--- config.mk ---
export PLATFORM = sky130hd
export DESIGN_NAME = fxdiv_seq
export DESIGN_NICKNAME = d
export VERILOG_FILES = /design/src/rtl/fxdiv_pkg.sv /design/src/rtl/fxdiv_step.sv /design/src/rtl/fxdiv_seq.sv
export SDC_FILE = /design/constraint.sdc
export NUM_CORES = 1
export LEC_CHECK = 0
export CAP_MARGIN = 30
export CORE_MARGIN = 4
export CORE_UTILIZATION = 40
export CTS_CLUSTER_SIZE = 10
export DETAILED_ROUTE_END_ITERATION = 10
export PLACE_DENSITY = 0.69
export SETUP_SLACK_MARGIN = 0.1
export SLEW_MARGIN = 10
export SYNTH_ARGS = -nofsm -noshare
export SYNTH_HDL_FRONTEND = slang
export SYNTH_HIERARCHICAL = 1
export SYNTH_SLANG_ARGS = --single-unit
--- constraint.sdc ---
create_clock -name Clk -period 5.85 [get_ports Clk]
set_input_delay 1.17 -clock Clk [delete_from_list [all_inputs] [get_ports Clk]]
set_output_delay 1.17 -clock Clk [all_outputs]
set_load 0.02 [all_outputs]
--- src/rtl/fxdiv_pkg.sv ---
// fxdiv_seq shared types: FSM state enum and counter-width helper.
// Imported by fxdiv_seq and fxdiv_step.
package fxdiv_pkg;

  typedef enum logic [2:0] {
    IDLE,
    PREP,
    ITER,
    FIX,
    DONE
  } state_e;

  function automatic int cnt_w(input int qw);
    return (qw > 1) ? $clog2(qw) : 1;
  endfunction

  localparam int DEF_QW = 24;
  localparam int DEF_CW = cnt_w(DEF_QW);

endpackage

--- src/rtl/fxdiv_step.sv ---
// fxdiv_step: one combinational restoring-division step.
// Ports: i_rem (partial remainder), i_bit (incoming bit), i_div (divisor),
//        o_rem (next remainder), o_q (quotient bit).
module fxdiv_step
  import fxdiv_pkg::*;
#(
  parameter int VW = 8
) (
  input  logic [VW-1:0] i_rem,
  input  logic          i_bit,
  input  logic [VW-1:0] i_div,
  output logic [VW-1:0] o_rem,
  output logic          o_q
);

  logic [VW:0] w_sh;
  logic        w_ge;

  assign w_sh = {i_rem, i_bit};
  assign w_ge = (w_sh >= {1'b0, i_div});

  // A successful subtract always lands below the divisor,
  // so the low VW bits of the difference are exact.
  assign o_rem = w_ge ? (w_sh[VW-1:0] - i_div) : w_sh[VW-1:0];
  assign o_q   = w_ge;

endmodule

--- src/rtl/fxdiv_seq.sv ---
// fxdiv_seq: sequential radix-2 fixed-point divider, (Dividend<<FRAC)/Divisor.
// Ports: Clk, Reset (sync, active-low), Start, Signed_mode, Dividend, Divisor
//        in; Busy, Ack, Quotient, Remainder, Div_by_zero out.
// Optional macro FXDIV_ROUND_EN: round half away from zero instead of truncate.
module fxdiv_seq
  import fxdiv_pkg::*;
#(
  parameter int DW   = 16,
  parameter int VW   = 8,
  parameter int FRAC = 8,
  parameter int QW   = DW + FRAC
) (
  input  logic          Clk,
  input  logic          Reset,
  input  logic          Start,
  input  logic          Signed_mode,
  input  logic [DW-1:0] Dividend,
  input  logic [VW-1:0] Divisor,
  output logic          Busy,
  output logic          Ack,
  output logic [QW-1:0] Quotient,
  output logic [VW-1:0] Remainder,
  output logic          Div_by_zero
);

  localparam int CW = cnt_w(QW);

  state_e        r_state;
  state_e        w_nxt;
  logic [DW-1:0] r_dvd;
  logic [VW-1:0] r_dvs;
  logic          r_neg;
  logic [QW-1:0] r_sr;
  logic [VW-1:0] r_rem;
  logic [CW-1:0] r_cnt;
  logic [QW-1:0] r_quot;
  logic [VW-1:0] r_remo;
  logic          r_dbz;

  logic [DW-1:0] w_mag;
  logic [VW-1:0] w_rem_nxt;
  logic          w_qbit;
  logic          w_rnd;
  logic [QW-1:0] w_qmag;
  logic [QW-1:0] w_qfix;

  fxdiv_step #(
    .VW(VW)
  ) u_step (
    .i_rem(r_rem),
    .i_bit(r_sr[QW-1]),
    .i_div(r_dvs),
    .o_rem(w_rem_nxt),
    .o_q  (w_qbit)
  );

  // -(-2^(DW-1)) wraps back to 2^(DW-1), which is the correct magnitude.
  assign w_mag = r_neg ? DW'(-r_dvd) : r_dvd;

`ifdef FXDIV_ROUND_EN
  assign w_rnd = ({r_rem, 1'b0} >= {1'b0, r_dvs});
`else
  assign w_rnd = 1'b0;
`endif

  assign w_qmag = r_sr + QW'(w_rnd);
  assign w_qfix = r_neg ? QW'(-w_qmag) : w_qmag;

  always_ff @(posedge Clk) begin
    if (!Reset) r_state <= IDLE;
    else        r_state <= w_nxt;
  end

  always_comb begin
    w_nxt = r_state;
    Busy  = 1'b0;
    Ack   = 1'b0;
    unique case (r_state)
      IDLE: if (Start) w_nxt = PREP;
      PREP: begin
        Busy  = 1'b1;
        w_nxt = ITER;
      end
      ITER: begin
        Busy = 1'b1;
        if (r_cnt == '0) w_nxt = FIX;
      end
      FIX: begin
        Busy  = 1'b1;
        w_nxt = DONE;
      end
      DONE: begin
        Ack   = 1'b1;
        w_nxt = IDLE;
      end
      default: w_nxt = IDLE;
    endcase
  end

  always_ff @(posedge Clk) begin
    if (!Reset) begin
      r_dvd  <= '0;
      r_dvs  <= '0;
      r_neg  <= 1'b0;
      r_sr   <= '0;
      r_rem  <= '0;
      r_cnt  <= '0;
      r_quot <= '0;
      r_remo <= '0;
      r_dbz  <= 1'b0;
    end else begin
      unique case (r_state)
        IDLE: if (Start) begin
          r_dvd <= Dividend;
          r_dvs <= Divisor;
          r_neg <= Signed_mode & Dividend[DW-1];
        end
        PREP: begin
          r_rem <= '0;
          r_sr  <= QW'(w_mag) << FRAC;
          r_cnt <= CW'(QW - 1);
        end
        ITER: begin
          r_rem <= w_rem_nxt;
          r_sr  <= {r_sr[QW-2:0], w_qbit};
          r_cnt <= r_cnt - 1'b1;
        end
        FIX: begin
          if (r_dvs == '0) begin
            r_quot <= '1;
            r_remo <= '0;
            r_dbz  <= 1'b1;
          end else begin
            r_quot <= w_qfix;
            r_remo <= r_rem;
            r_dbz  <= 1'b0;
          end
        end
        default: ;
      endcase
    end
  end

  assign Quotient    = r_quot;
  assign Remainder   = r_remo;
  assign Div_by_zero = r_dbz;

endmodule

==> results.sh, run 1 <==
export IMPL_status="finished, final reports clean"
export IMPL_slew_viol_final=0
export IMPL_synth_area_top_cells="dfxtp_1, a21oi_1, a22oi_1"
export IMPL_worst_clock_skew_ns=0.00895
export IMPL_die_w_um=120
export IMPL_finalCritPeriodShare_pct=49.9
export IMPL_cts_root_buf="clkbuf_16"
export IMPL_timing_fmax_ghz=0.343
export IMPL_synth_ff_type="dfxtp_1"
export IMPL_required_ns=6.07
export IMPL_rsz0062_at_grt="false"
export IMPL_synthCells=612
export IMPL_cts_sinks=98
export IMPL_min_period_ns=2.92
export IMPL_met3_usage_pct=2.59
export IMPL_worst_setup_path_type="input pin to flip-flop"
export IMPL_crit_path_start_kind="input pin"
export IMPL_drtIter0Drc=324
export IMPL_vias=4630
export IMPL_grt_first_pass_wirelength_um=21100
export IMPL_max_slew_margin_pct=40.8
export IMPL_synth_top_area_share_pct=39.0
export IMPL_ant_nets=0
export IMPL_finalNonFillerCells=820
export IMPL_placed_cells=803
export IMPL_portBuffers=62
export IMPL_cts_repair_resized=0
export IMPL_antenna_found_initial=0
export IMPL_die_area_mm2=0.0144
export IMPL_vias_per_cell=5.65
export IMPL_synth_edf_count=0
export IMPL_synth_nets=652
export IMPL_worstMarginPinSlew_ns=0.880
export IMPL_synth_async_reset_ratio_pct=0
export IMPL_yosys_warnings=6
export IMPL_first_pass_iters=6
export IMPL_final_common_cell="dfxtp_1"
export IMPL_setup_viol_count_final=0
export IMPL_ys_types=57
export IMPL_routedWlPerCell_um=15.4
export IMPL_post_cts_setup_buffers=0
export IMPL_layout_common_cells="dfxtp_1, nand2_1, clkdlybuf4s50_1, a21oi_1, nor2_1"
export IMPL_busiest_layer="met2"
export IMPL_ys_ff_latch=98
export IMPL_coreArea_mm2=0.0122
export IMPL_cp_max_fo=52
export IMPL_area_growth_pct=20.8
export IMPL_cts_made_buffers=9
export IMPL_maxCapViolations=0
export IMPL_fin_ws_ns=2.93
export IMPL_nets=687
export IMPL_p_leak_nw=2.24
export IMPL_ctsHtreeMaxLevel=3
export IMPL_utilization_pct=50.0
export IMPL_clkTransAtPathRegs_ns=0.06
export IMPL_grt_max_degree=53
export IMPL_cts_hold_buf=0
export IMPL_cts_tree="yes"
export IMPL_track_usage_pct=17.5
export IMPL_n_antenna_cell=0
export IMPL_synth_top_area_cell="dfxtp_1"
export IMPL_ioPinCount=63
export IMPL_place_ws_ns=2.62
export IMPL_syn_area_mm2=0.00503
export IMPL_tns_ns=0
export IMPL_hpwlAfterDp_um=8750
export IMPL_overflow=0
export IMPL_avgSynthCellArea_um2=8.22
export IMPL_ys_seq_area_share_pct=39.0
export IMPL_drive_above_1_share_pct=7.36
export IMPL_grt_use_met2_pct=27.1
export IMPL_drc=0
export IMPL_die_h_um=120
export IMPL_totalWireLength_um=12600
export IMPL_met1_usage_pct=25.0
export IMPL_cellPowerDensity_mw_per_mm2=279
export IMPL_gp_congestion=0.888
export IMPL_finalHoldViolCount=0
export IMPL_num_rows=40
export IMPL_initial_core_util_pct=41.3
export IMPL_first_global_vias=4344
export IMPL_vdd_drop_max_v=0.000133
export IMPL_end_kind="flip-flop"
export IMPL_clkLatencyLatePin_ns=0.34
export IMPL_clock_path_buffers=2
export IMPL_hold_path_class="flip-flop to flip-flop"
export IMPL_worstPathArrival_ns=3.14
## critical path, cell delays in order
cell	delay, ns
clkdlybuf4s50_1	0.45
buf_4	0.29
clkinv_1	0.45
buf_4	0.45
a2111oi_0	0.30
## cells by family after synthesis
group           count (synthesis)  share of synthesized area [%]
fa+ha+maj                      12                           3.14
simple gates                  201                           20.0
xor+xnor                       25                           4.35
compound gates                196                           26.2
flops                          98                           39.0
buf+inv                        71                           5.37
mux                             9                           1.92
## flip-flops by register name (all words and copies together), names as in the netlist
name and cells:
r_state 3, Div_by_zero 1, r_rem 8, r_neg 1, Remainder 8, Quotient 24
r_sr 24, r_cnt 5, r_dvs 8, r_dvd 16
## Yosys cell counts, types with 9 or more instances
cell type   n
inv_1      23
clkbuf_1   41
or3_1       9
a22oi_1    32
xor2_1     15
a21oi_1    52
or4_1      14
ha_1       11
dfxtp_1    98
nor3_1     16
o21ai_0    32
nor4_1     10
nor2_1     51
xnor2_1    10
nand2_1    64
o31ai_1    10
## report_power, final
part	total [mW]	internal, mW	switching (mW)
registers	0.738	0.700	0.0382
clock network	0.605	0.353	0.253
logic	0.352	0.151	0.201
## per-layer routing
layer  up-vias  wire length (um)
li1       2309                 -
met1      2187              6360
met2       124              5630
met3        10               515
met4         0               133
met5         -                 0
## layout make-up
| cell class | count | area, um2 |
|---|---|---|
| Sequential cell | 98 | 1960 |
| Multi-Input combinational cell | 443 | 2810 |
| Fill cell | 1137 | 6090 |
| Timing Repair Buffer | 72 | 703 |
| Clock inverter | 5 | 52.6 |
| Inverter | 23 | 86.3 |
| Tap cell | 168 | 210 |
| Clock buffer | 11 | 253 |
## final timing paths
| kind | start | endpoint | slack, ns | cells after the start |
|---|---|---|---|---|
| max | Reset | r_state[0] | 2.93 | 5 |
| min | r_cnt[3] | r_cnt[3] | 0.47 | 2 |
| max reg2reg | r_sr[23] | r_rem[6] | 3.36 | 10 |
| min reg2reg | r_cnt[3] | r_cnt[3] | 0.47 | 2 |
## through the flow
stage	hold slack (ns)	power [mW]	instance area [um2]
final	0.473	1.70	6080
after global routing	0.507	1.77	6080
after CTS	0.473	1.70	6060
after detailed placement	0.465	1.10	5760
after global placement	0.449	1.09	5760
after floorplan	0.440	0.999	5030
Power figures use the tool's default switching activity.
==> run 2, diff against run 1 <==
==> constraint.sdc (replaced) <==
create_clock -name Clk -period 2.76 [get_ports Clk]
set_input_delay 0.552 -clock Clk [delete_from_list [all_inputs] [get_ports Clk]]
set_output_delay 0.552 -clock Clk [all_outputs]
set_load 0.02 [all_outputs]
==> results.sh, run 2 (same netlist as run 1, synthesis figures left out) <==
export IMPL_status="finished, final reports clean"
export IMPL_finalHoldViolCount=0
export IMPL_num_rows=40
export IMPL_finalNonFillerCells=826
export IMPL_hold_path_class="flip-flop to flip-flop"
export IMPL_vias=4627
export IMPL_min_period_ns=2.43
export IMPL_vias_per_cell=5.60
export IMPL_clkLatencyLatePin_ns=0.34
export IMPL_utilization_pct=50.5
export IMPL_routedWlPerCell_um=15.3
export IMPL_worstMarginPinSlew_ns=0.748
export IMPL_cts_root_buf="clkbuf_16"
export IMPL_place_ws_ns=0.379
export IMPL_cts_made_buffers=9
export IMPL_antenna_found_initial=0
export IMPL_gp_congestion=0.878
export IMPL_ctsHtreeMaxLevel=3
export IMPL_grt_max_degree=41
export IMPL_drc=0
export IMPL_timing_fmax_ghz=0.412
export IMPL_post_cts_setup_buffers=0
export IMPL_coreArea_mm2=0.0122
export IMPL_die_h_um=120
export IMPL_cts_sinks=98
export IMPL_fillerInstances=1170
export IMPL_ant_nets=0
export IMPL_slowest_delay_ns=0.42
export IMPL_area_growth_pct=22.0
export IMPL_maxCapViolations=0
export IMPL_hold_ws_ns=0.473
export IMPL_first_global_vias=4422
export IMPL_required_ns=2.99
export IMPL_worst_clock_skew_ns=0.00568
export IMPL_portBuffers=62
export IMPL_fin_ws_ns=0.334
export IMPL_cp_max_fo=3
export IMPL_hpwlAfterDp_um=8770
export IMPL_p_leak_nw=2.27
export IMPL_tns_ns=0
export IMPL_end_kind="flip-flop"
export IMPL_crit_path_start_kind="flip-flop"
export IMPL_worst_setup_path_type="flip-flop to flip-flop"
export IMPL_dpl_cell_area_mm2=0.00581
export IMPL_setup_viol_count_final=0
export IMPL_drive_above_1_share_pct=8.21
export IMPL_n_antenna_cell=0
export IMPL_slew_viol_final=0
export IMPL_cts_repair_resized=0
export IMPL_drtIter0Drc=326
export IMPL_cellPowerDensity_mw_per_mm2=602
export IMPL_die_area_mm2=0.0144
export IMPL_totalWireLength_um=12600
export IMPL_finalCritPeriodShare_pct=87.9
export IMPL_report_power_total_mw=3.69
export IMPL_placed_cells=810
export IMPL_vdd_drop_max_v=0.000335
export IMPL_clkTransAtPathRegs_ns=0.07
export IMPL_regArea_mm2=0.00196
export IMPL_overflow=0
export IMPL_multi_input_area_mm2=0.00281
export IMPL_ioPinCount=63
export IMPL_clock_path_buffers=2
export IMPL_worstPathArrival_ns=2.66
export IMPL_grt_first_pass_wirelength_um=21600
export IMPL_worstPathCellList="inv_1, ha_1, fa_1, nor2b_1, o31a_1, nor4_1, a311o_1, mux2_2, a22oi_1, nor2_1"
export IMPL_track_usage_pct=17.9
export IMPL_first_pass_iters=5
export IMPL_initial_core_util_pct=41.3
export IMPL_stdcell_area_mm2=0.00614
export IMPL_cts_hold_buf=0
export IMPL_max_slew_margin_pct=50.1
export IMPL_nets=693
export IMPL_layout_common_cells="dfxtp_1, nand2_1, clkdlybuf4s50_1, a21oi_1, nor2_1"
export IMPL_die_w_um=120
export IMPL_final_common_cell="dfxtp_1"
export IMPL_slowest_stage="fa_1"
export IMPL_cts_tree="yes"
export IMPL_rsz0062_at_grt="false"
[run 2: critical path: cells and delay by family, from the launching register on]
family	cells	cell delay [ns]
buffers and inverters	1	0.08
muxes	1	0.25
DFF	1	0.37
and+or+nand+nor	3	0.29
AOI/OAI and AO/OA	3	0.67
adders and majority gates	2	0.66
[run 2: path summary, 6_finish.rpt]
path / start / cells past startpoint / slack (ns) / endpoint
worst max-delay path: r_sr[23] / 10 / 0.33 / r_rem[6]
worst min register to register: r_dvs[3] / 2 / 0.47 / r_dvs[3]
worst max register to register: r_sr[23] / 10 / 0.33 / r_rem[6]
worst min-delay path: r_dvs[3] / 2 / 0.47 / r_dvs[3]
[run 2: layer usage]
layer,GRT usage [%],wire length (um),vias to the layer above
met4,6.01,234,0
met2,27.0,5560,134
met1,25.7,6230,2161
met3,3.49,614,21
li1,-,-,2311
met5,0,0,-
[run 2: final cells by class]
class,instances,share of cell area [%]
multi-input combinational,443,45.8
inverter,23,1.41
sequential,98,32.0
timing repair buffer,78,12.1
tap,168,3.43
clock inverter,6,1.45
clock buffer,10,3.89
[run 2: power breakdown]
part	leakage (nW)	total, mW	switching [mW]	internal (mW)
registers	0.796	1.56	0.0799	1.48
clock network	0.155	1.38	0.558	0.821
logic	1.32	0.752	0.424	0.328
